--- src/rtl/period_energy_detector_pkg.sv ---
// Shared definitions for the period energy detector: datapath width,
// saturation ceiling and the debounce/hold FSM state encoding.
package period_energy_detector_pkg;

   localparam int SUM_W = 32;
   localparam logic [SUM_W-1:0] SUM_MAX = '1;

   typedef enum logic [1:0] {
      ST_IDLE,
      ST_ARMING,
      ST_DETECTED,
      ST_HOLD
   } det_state_t;

endpackage

--- src/rtl/period_energy_detector_window_accumulator.sv ---
// Window accumulator: clamps negative period sums to zero, adds them with
// saturation over 2^WIN_LOG2 valid periods and publishes the window energy.
// Ports:
//   clk, rst        clock, synchronous active-high reset
//   enable          low: partial window discarded, win_valid held low
//   sum_valid       abs_sum carries one period result
//   abs_sum         signed period absolute sum
//   win_valid       one-cycle strobe, win_energy just updated
//   win_energy      saturated energy of the last completed window
module window_accumulator
   import period_energy_detector_pkg::*;
#(
   parameter int WIN_LOG2 = 3
) (
   input  logic             clk,
   input  logic             rst,
   input  logic             enable,
   input  logic             sum_valid,
   input  logic [SUM_W-1:0] abs_sum,
   output logic             win_valid,
   output logic [SUM_W-1:0] win_energy
);

   logic [SUM_W-1:0]    acc;
   logic [WIN_LOG2-1:0] per_cnt;
   logic [SUM_W-1:0]    sample;
   logic [SUM_W:0]      sum_ext;
   logic [SUM_W-1:0]    sum_sat;
   logic                last_period;

   always_comb begin
      sample      = abs_sum[SUM_W-1] ? '0 : abs_sum;
      sum_ext     = {1'b0, acc} + {1'b0, sample};
      // carry out of the 32-bit add means the true sum exceeded the ceiling
      sum_sat     = sum_ext[SUM_W] ? SUM_MAX : sum_ext[SUM_W-1:0];
      last_period = &per_cnt;
   end

   always_ff @(posedge clk) begin
      if (rst) begin
         acc        <= '0;
         per_cnt    <= '0;
         win_valid  <= 1'b0;
         win_energy <= '0;
      end else if (!enable) begin
         acc       <= '0;
         per_cnt   <= '0;
         win_valid <= 1'b0;
      end else begin
         win_valid <= 1'b0;
         if (sum_valid) begin
            per_cnt <= per_cnt + WIN_LOG2'(1);
            if (last_period) begin
               acc        <= '0;
               win_energy <= sum_sat;
               win_valid  <= 1'b1;
            end else begin
               acc <= sum_sat;
            end
         end
      end
   end

endmodule

--- src/rtl/period_energy_detector.sv ---
// Period energy detector: accumulates period sums into window energies,
// compares each window against a threshold and debounces the result.
// Ports:
//   clk, rst        clock, synchronous active-high reset
//   enable          low: block idle, detect/strobes forced low
//   sum_valid       abs_sum carries one period result
//   abs_sum         signed period absolute sum
//   threshold       window energy threshold (hit when energy > threshold)
//   win_valid       one-cycle strobe, win_energy updated
//   win_energy      saturated energy of the last completed window
//   detect          high while DETECTED or HOLD
//   detect_pulse    one-cycle strobe on entry to DETECTED from IDLE/ARMING
//
// state       | meaning
// ST_IDLE     | no recent hit
// ST_ARMING   | counting consecutive hit windows toward HIT_CNT
// ST_DETECTED | detection declared, last window was a hit
// ST_HOLD     | detection held, counting consecutive misses toward HOLD_CNT
module period_energy_detector
   import period_energy_detector_pkg::*;
#(
   parameter int WIN_LOG2 = 3,
   parameter int HIT_CNT  = 4,
   parameter int HOLD_CNT = 8
) (
   input  logic             clk,
   input  logic             rst,
   input  logic             enable,
   input  logic             sum_valid,
   input  logic [SUM_W-1:0] abs_sum,
   input  logic [SUM_W-1:0] threshold,
   output logic             win_valid,
   output logic [SUM_W-1:0] win_energy,
   output logic             detect,
   output logic             detect_pulse
);

   localparam logic [3:0] HIT_LAST  = 4'(HIT_CNT);
   localparam logic [7:0] HOLD_LAST = 8'(HOLD_CNT);

   logic       acc_valid;
   det_state_t state, state_nxt;
   logic [3:0] hit_cnt, hit_nxt;
   logic [7:0] hold_cnt, hold_nxt;
   logic       pulse_q, pulse_nxt;
   logic       hit;

   window_accumulator #(
      .WIN_LOG2 (WIN_LOG2)
   ) u_acc (
      .clk        (clk),
      .rst        (rst),
      .enable     (enable),
      .sum_valid  (sum_valid),
      .abs_sum    (abs_sum),
      .win_valid  (acc_valid),
      .win_energy (win_energy)
   );

   // threshold is compared live in the win_valid cycle
   assign hit = win_energy > threshold;

   always_comb begin
      state_nxt = state;
      hit_nxt   = hit_cnt;
      hold_nxt  = hold_cnt;
      pulse_nxt = 1'b0;
      if (acc_valid) begin
         unique case (state)
            ST_IDLE: begin
               if (hit) begin
                  if (HIT_LAST == 4'd1) begin
                     state_nxt = ST_DETECTED;
                     hit_nxt   = '0;
                     pulse_nxt = 1'b1;
                  end else begin
                     state_nxt = ST_ARMING;
                     hit_nxt   = 4'd1;
                  end
               end
            end
            ST_ARMING: begin
               if (!hit) begin
                  state_nxt = ST_IDLE;
                  hit_nxt   = '0;
               end else if (hit_cnt + 4'd1 == HIT_LAST) begin
                  state_nxt = ST_DETECTED;
                  hit_nxt   = '0;
                  pulse_nxt = 1'b1;
               end else begin
                  hit_nxt = hit_cnt + 4'd1;
               end
            end
            ST_DETECTED: begin
               if (!hit) begin
                  if (HOLD_LAST == 8'd1) begin
                     state_nxt = ST_IDLE;
                     hold_nxt  = '0;
                  end else begin
                     state_nxt = ST_HOLD;
                     hold_nxt  = 8'd1;
                  end
               end
            end
            ST_HOLD: begin
               if (hit) begin
                  state_nxt = ST_DETECTED;
                  hold_nxt  = '0;
               end else if (hold_cnt + 8'd1 == HOLD_LAST) begin
                  state_nxt = ST_IDLE;
                  hold_nxt  = '0;
               end else begin
                  hold_nxt = hold_cnt + 8'd1;
               end
            end
            default: begin
               state_nxt = ST_IDLE;
               hit_nxt   = '0;
               hold_nxt  = '0;
            end
         endcase
      end
   end

   always_ff @(posedge clk) begin
      if (rst || !enable) begin
         state    <= ST_IDLE;
         hit_cnt  <= '0;
         hold_cnt <= '0;
         pulse_q  <= 1'b0;
      end else begin
         state    <= state_nxt;
         hit_cnt  <= hit_nxt;
         hold_cnt <= hold_nxt;
         pulse_q  <= pulse_nxt;
      end
   end

   // enable low must silence the outputs in the same cycle, not one later
   assign win_valid    = acc_valid & enable;
   assign detect_pulse = pulse_q & enable;
   assign detect       = enable & ((state == ST_DETECTED) || (state == ST_HOLD));

endmodule
--- config.mk ---
export PLATFORM = sky130hd
export DESIGN_NAME = period_energy_detector
export DESIGN_NICKNAME = d
export VERILOG_FILES = /design/src/rtl/period_energy_detector_pkg.sv /design/src/rtl/period_energy_detector_window_accumulator.sv /design/src/rtl/period_energy_detector.sv
export SDC_FILE = /design/constraint.sdc
export NUM_CORES = 1
export LEC_CHECK = 0
export ABC_AREA = 1
export ABC_CLOCK_PERIOD_IN_PS = 7450
export CAP_MARGIN = 20
export CORE_ASPECT_RATIO = 0.9
export CORE_MARGIN = 10
export CORE_UTILIZATION = 25
export DETAILED_ROUTE_END_ITERATION = 10
export HOLD_SLACK_MARGIN = 0.05
export SLEW_MARGIN = 10
export SYNTH_ARGS = -nofsm -noshare
export SYNTH_HDL_FRONTEND = slang
export SYNTH_SLANG_ARGS = --single-unit
--- constraint.sdc ---
create_clock -name clk -period 7.45 [get_ports clk]
set_clock_uncertainty 0.05 [all_clocks]
set_input_delay 1.49 -clock clk [delete_from_list [all_inputs] [get_ports clk]]
set_output_delay 1.49 -clock clk [all_outputs]
set_load 0.005 [all_outputs]
==> results.md <==
- Reg power frac: 41.8%
- Syn Nets: 1111
- Placed cells: about 1400
- Met1 usage: between 15 and 20%
- Vias/cell: between 4 and 5
- Area contributors post-synth: dfxtp_1 (26%), ha_1 (13%), nand2_1 (12%)
- YS warnings: 0
- Arr. time, crit path: around 4500 ps
- RSZ-0062 raised after global routing: false
- Rel. slew slack: 41.4%
- Number of synthesized flops with an enable pin: 0
- Antenna viol nets, final: 0
- CTS tree: done
- Count of input and output buffers: between 100 and 150
- TNS Setup: 0 ps
- Clk Latency, worst-skew pair: approximately 350 ps
- Post-CTS sizing: 0
- Xor/xnor share of the synthesized area: under 10%
- Simple-gate area share of the yosys netlist: 30.8%
- Tmin final: between 4000 and 5000 ps
- Maxcap violations: 0
- Gr usage total: between 10% and 20%
- Reg-to-Reg Start: u_acc.acc[0]
- Crit Path Category: input port to flip-flop
- Avg Cell Area, Syn: about 6.5 µm²
- GP Congestion: between 0.8 and 0.9
- Adder-Cell Fraction of Synth Area: a little over an eighth
- Endpoint class of the critical path: flip-flop
- # DRC: 0
- Worst hold path startpoint: u_acc.acc[16]
- Final period utilization: approximately 58%
- Final Hold Violating Endpoints: 0
- Area leader, netlist: dfxtp_1
- Initial antenna violation count: 0
- Fraction of the mapped netlist area in compound gates: approximately 17%
- Pwr Total: approximately 1.1 mW
- Layout Area Growth over Synthesis: 26.6%
- Peak supply drop: slightly above 0.09 mV
- Syn Inst Count: 974
- Pleak: between 3 and 4 nW
- Clk network pwr share: 43.8%
- Util after Layout: 32.0%
- Layout cells sized above 1: 5.89%
- Worst Setup SP: abs_sum[31]
- I/O Pins: ~100
- Startpoint types: input port
- Final wirelength: a little under 20000 µm
- Dpl ws: approximately 2700 ps
- Final Max Tran Viols: 0
- Initial core utilization: approximately a quarter
- Dpl hpwl: between 15000 and 20000 µm
- Synth top area share: a little over a quarter
- Internal Power: 0.798 mW
- Post-synthesis mux area share: 0%
- CP max FO: 31
- Depth of the CTS H-tree: 3
- Worst min path class: flip-flop to flip-flop
- Hold Path Stages: 2
- Power per cell area: between 100 and 150 nW/µm²
- Synth unique cells: 42
- Sw Ratio: 26.2%
- # fillers: approximately 2800
- Worst reg2reg path depth: 16
- Ys flop type: dfxtp_1
- CTS Buffer Depth: 2
- DR iter-0 viols: roughly 360
- Met2 GRT Util: between 15 and 20%
- Worst Tran Pin Value: just under 900 ps
- Met3 Usage GRT: under 10%
- Die height: ~170 µm
- Post-route cell area: between 8000 and 9000 µm²
- Number of CTS-inserted buffers: 9
- Comb power frac: 14.5%
- Largest family of logic cells by synthesized area: simple AND/OR/NAND/NOR gates
- Total grt overflow: 0
- WL/cell: ~14 µm
- Most numerous cell in the Yosys netlist: nand2_1
- Synth cell count leaders: nand2_1 (201), nor2_1 (160), inv_1 (122)
- Cell Area, Synth: between 6000 and 7000 µm²
- Nets: 1202
- Fin Hold WS: 423 ps
- # rows: between 50 and 60
- GRT busiest layer: met2
- Largest net degree at the start of global routing: 39
- Data required time of the worst path: between 7000 and 8000 ps
- Final setup margin: 3130 ps
- Antenna Diode Count: 0
- Status: finished, final reports clean
- Sequential area share after synthesis: a little over a quarter
- Clk root buf: clkbuf_16
- Global-route wire length before repair: 31300 µm
- CTS sink cnt: 83
- Placed Area: between 7000 and 8000 µm²
- Die area: ~32000 µm²
- Psw: approximately 0.28 mW
- Vias in the first global route: 5963
- Finish-stage setup viols: 0
- Post-CTS setup buffers: 0
- Core ar.: roughly 25000 µm²
- Non-Filler Instances: between 1000 and 1500
- Die width: between 150 and 200 µm
- Async set or reset register ratio after synthesis: 0%
- 1st-pass router iterations: 5
- Hold_buf cts: 0
- Clock-pin slew on the worst setup and hold paths: 60 ps
- DR vias: roughly 6300
- Synthesized flop and latch total: 83
- Fmax: between 0.2 and 0.25 GHz
## state kept, by name, summed over array words and instances, names as in the netlist, named ones only
signal and count:
u_acc.win_energy 32, hold_cnt 8, state 1, hit_cnt 4
u_acc.win_valid 1, u_acc.per_cnt 3, pulse_q 1, u_acc.acc 32
## power groups by stage
stage | Sequential [mW] | Clock [mW] | Combinational, mW
global route | 0.452 | 0.502 | 0.176
floorplan | 0.461 | 0 | 0.0938
CTS | 0.451 | 0.483 | 0.158
detailed placement | 0.461 | 0 | 0.157
finish | 0.451 | 0.473 | 0.157
global placement | 0.461 | 0 | 0.156
## critical path: stages
cell and delay, ps:
clkdlybuf4s50_1 450, buf_4 320, nor2_1 100, ha_1 210
fa_1 380, nand2_1 90, nand2_1 60, o21ai_2 70
inv_2 60, nand2_2 60, nand2_2 70, nand3_1 90
nand2_2 80, nand4_2 90, nand2_4 150, inv_2 330
nand3_2 150, o21ai_0 180, inv_1 60
## layout make-up
| class | count | area (µm²) | share of cell area, % |
|---|---|---|---|
| Clock buffer | 11 | 253 | 3.15 |
| Clock inverter | 5 | 60.1 | 0.749 |
| Inverter | 125 | 469 | 5.85 |
| Multi-Input combinational cell | 739 | 4080 | 50.9 |
| Sequential cell | 83 | 1660 | 20.7 |
| Tap cell | 342 | 428 | 5.34 |
| Timing Repair Buffer | 107 | 1070 | 13.3 |
## worst paths after layout
| check | endpoint | slack [ps] |
|---|---|---|
| worst max register to register | u_acc.win_energy[23] | 4810 |
| worst min register to register | u_acc.acc[16] | 420 |
| worst min-delay path | u_acc.acc[16] | 420 |
| worst max-delay path | u_acc.win_energy[23] | 3130 |
## cell usage in the layout (no fill, tap or decap), types with 8 or more instances in the layout
cell             synthesis  routed
a21oi_1                 91      91
a21oi_2                 12      12
clkbuf_16                0       9
clkdlybuf4s50_1          0     102
dfxtp_1                 83      83
ha_1                    68      68
inv_1                  122     122
nand2_1                201     201
nand2_2                  9       9
nand3_1                 38      38
nand3_2                  9       9
nand4_1                  8       8
nor2_1                 160     159
o21ai_0                 64      64
or2_1                   14      14
xor2_1                  16      16
## routing by layer
layer / vias up / share of wire, %
met3: 19 / 5.2
li1: 3331 / -
met5: - / 0
met2: 149 / 41
met4: 0 / 1.6
met1: 2839 / 52
## logic make-up (layout without fill, tap and decap cells)
family,Yosys count,in the layout
AND/OR/NAND/NOR,456,456
AO/OA/AOI/OAI,195,195
buffers and inverters,152,248
adder cells (fa/ha/maj),69,69
flip-flops,83,83
XOR/XNOR,19,19
No activity file was read; power rests on OpenSTA's default activity.
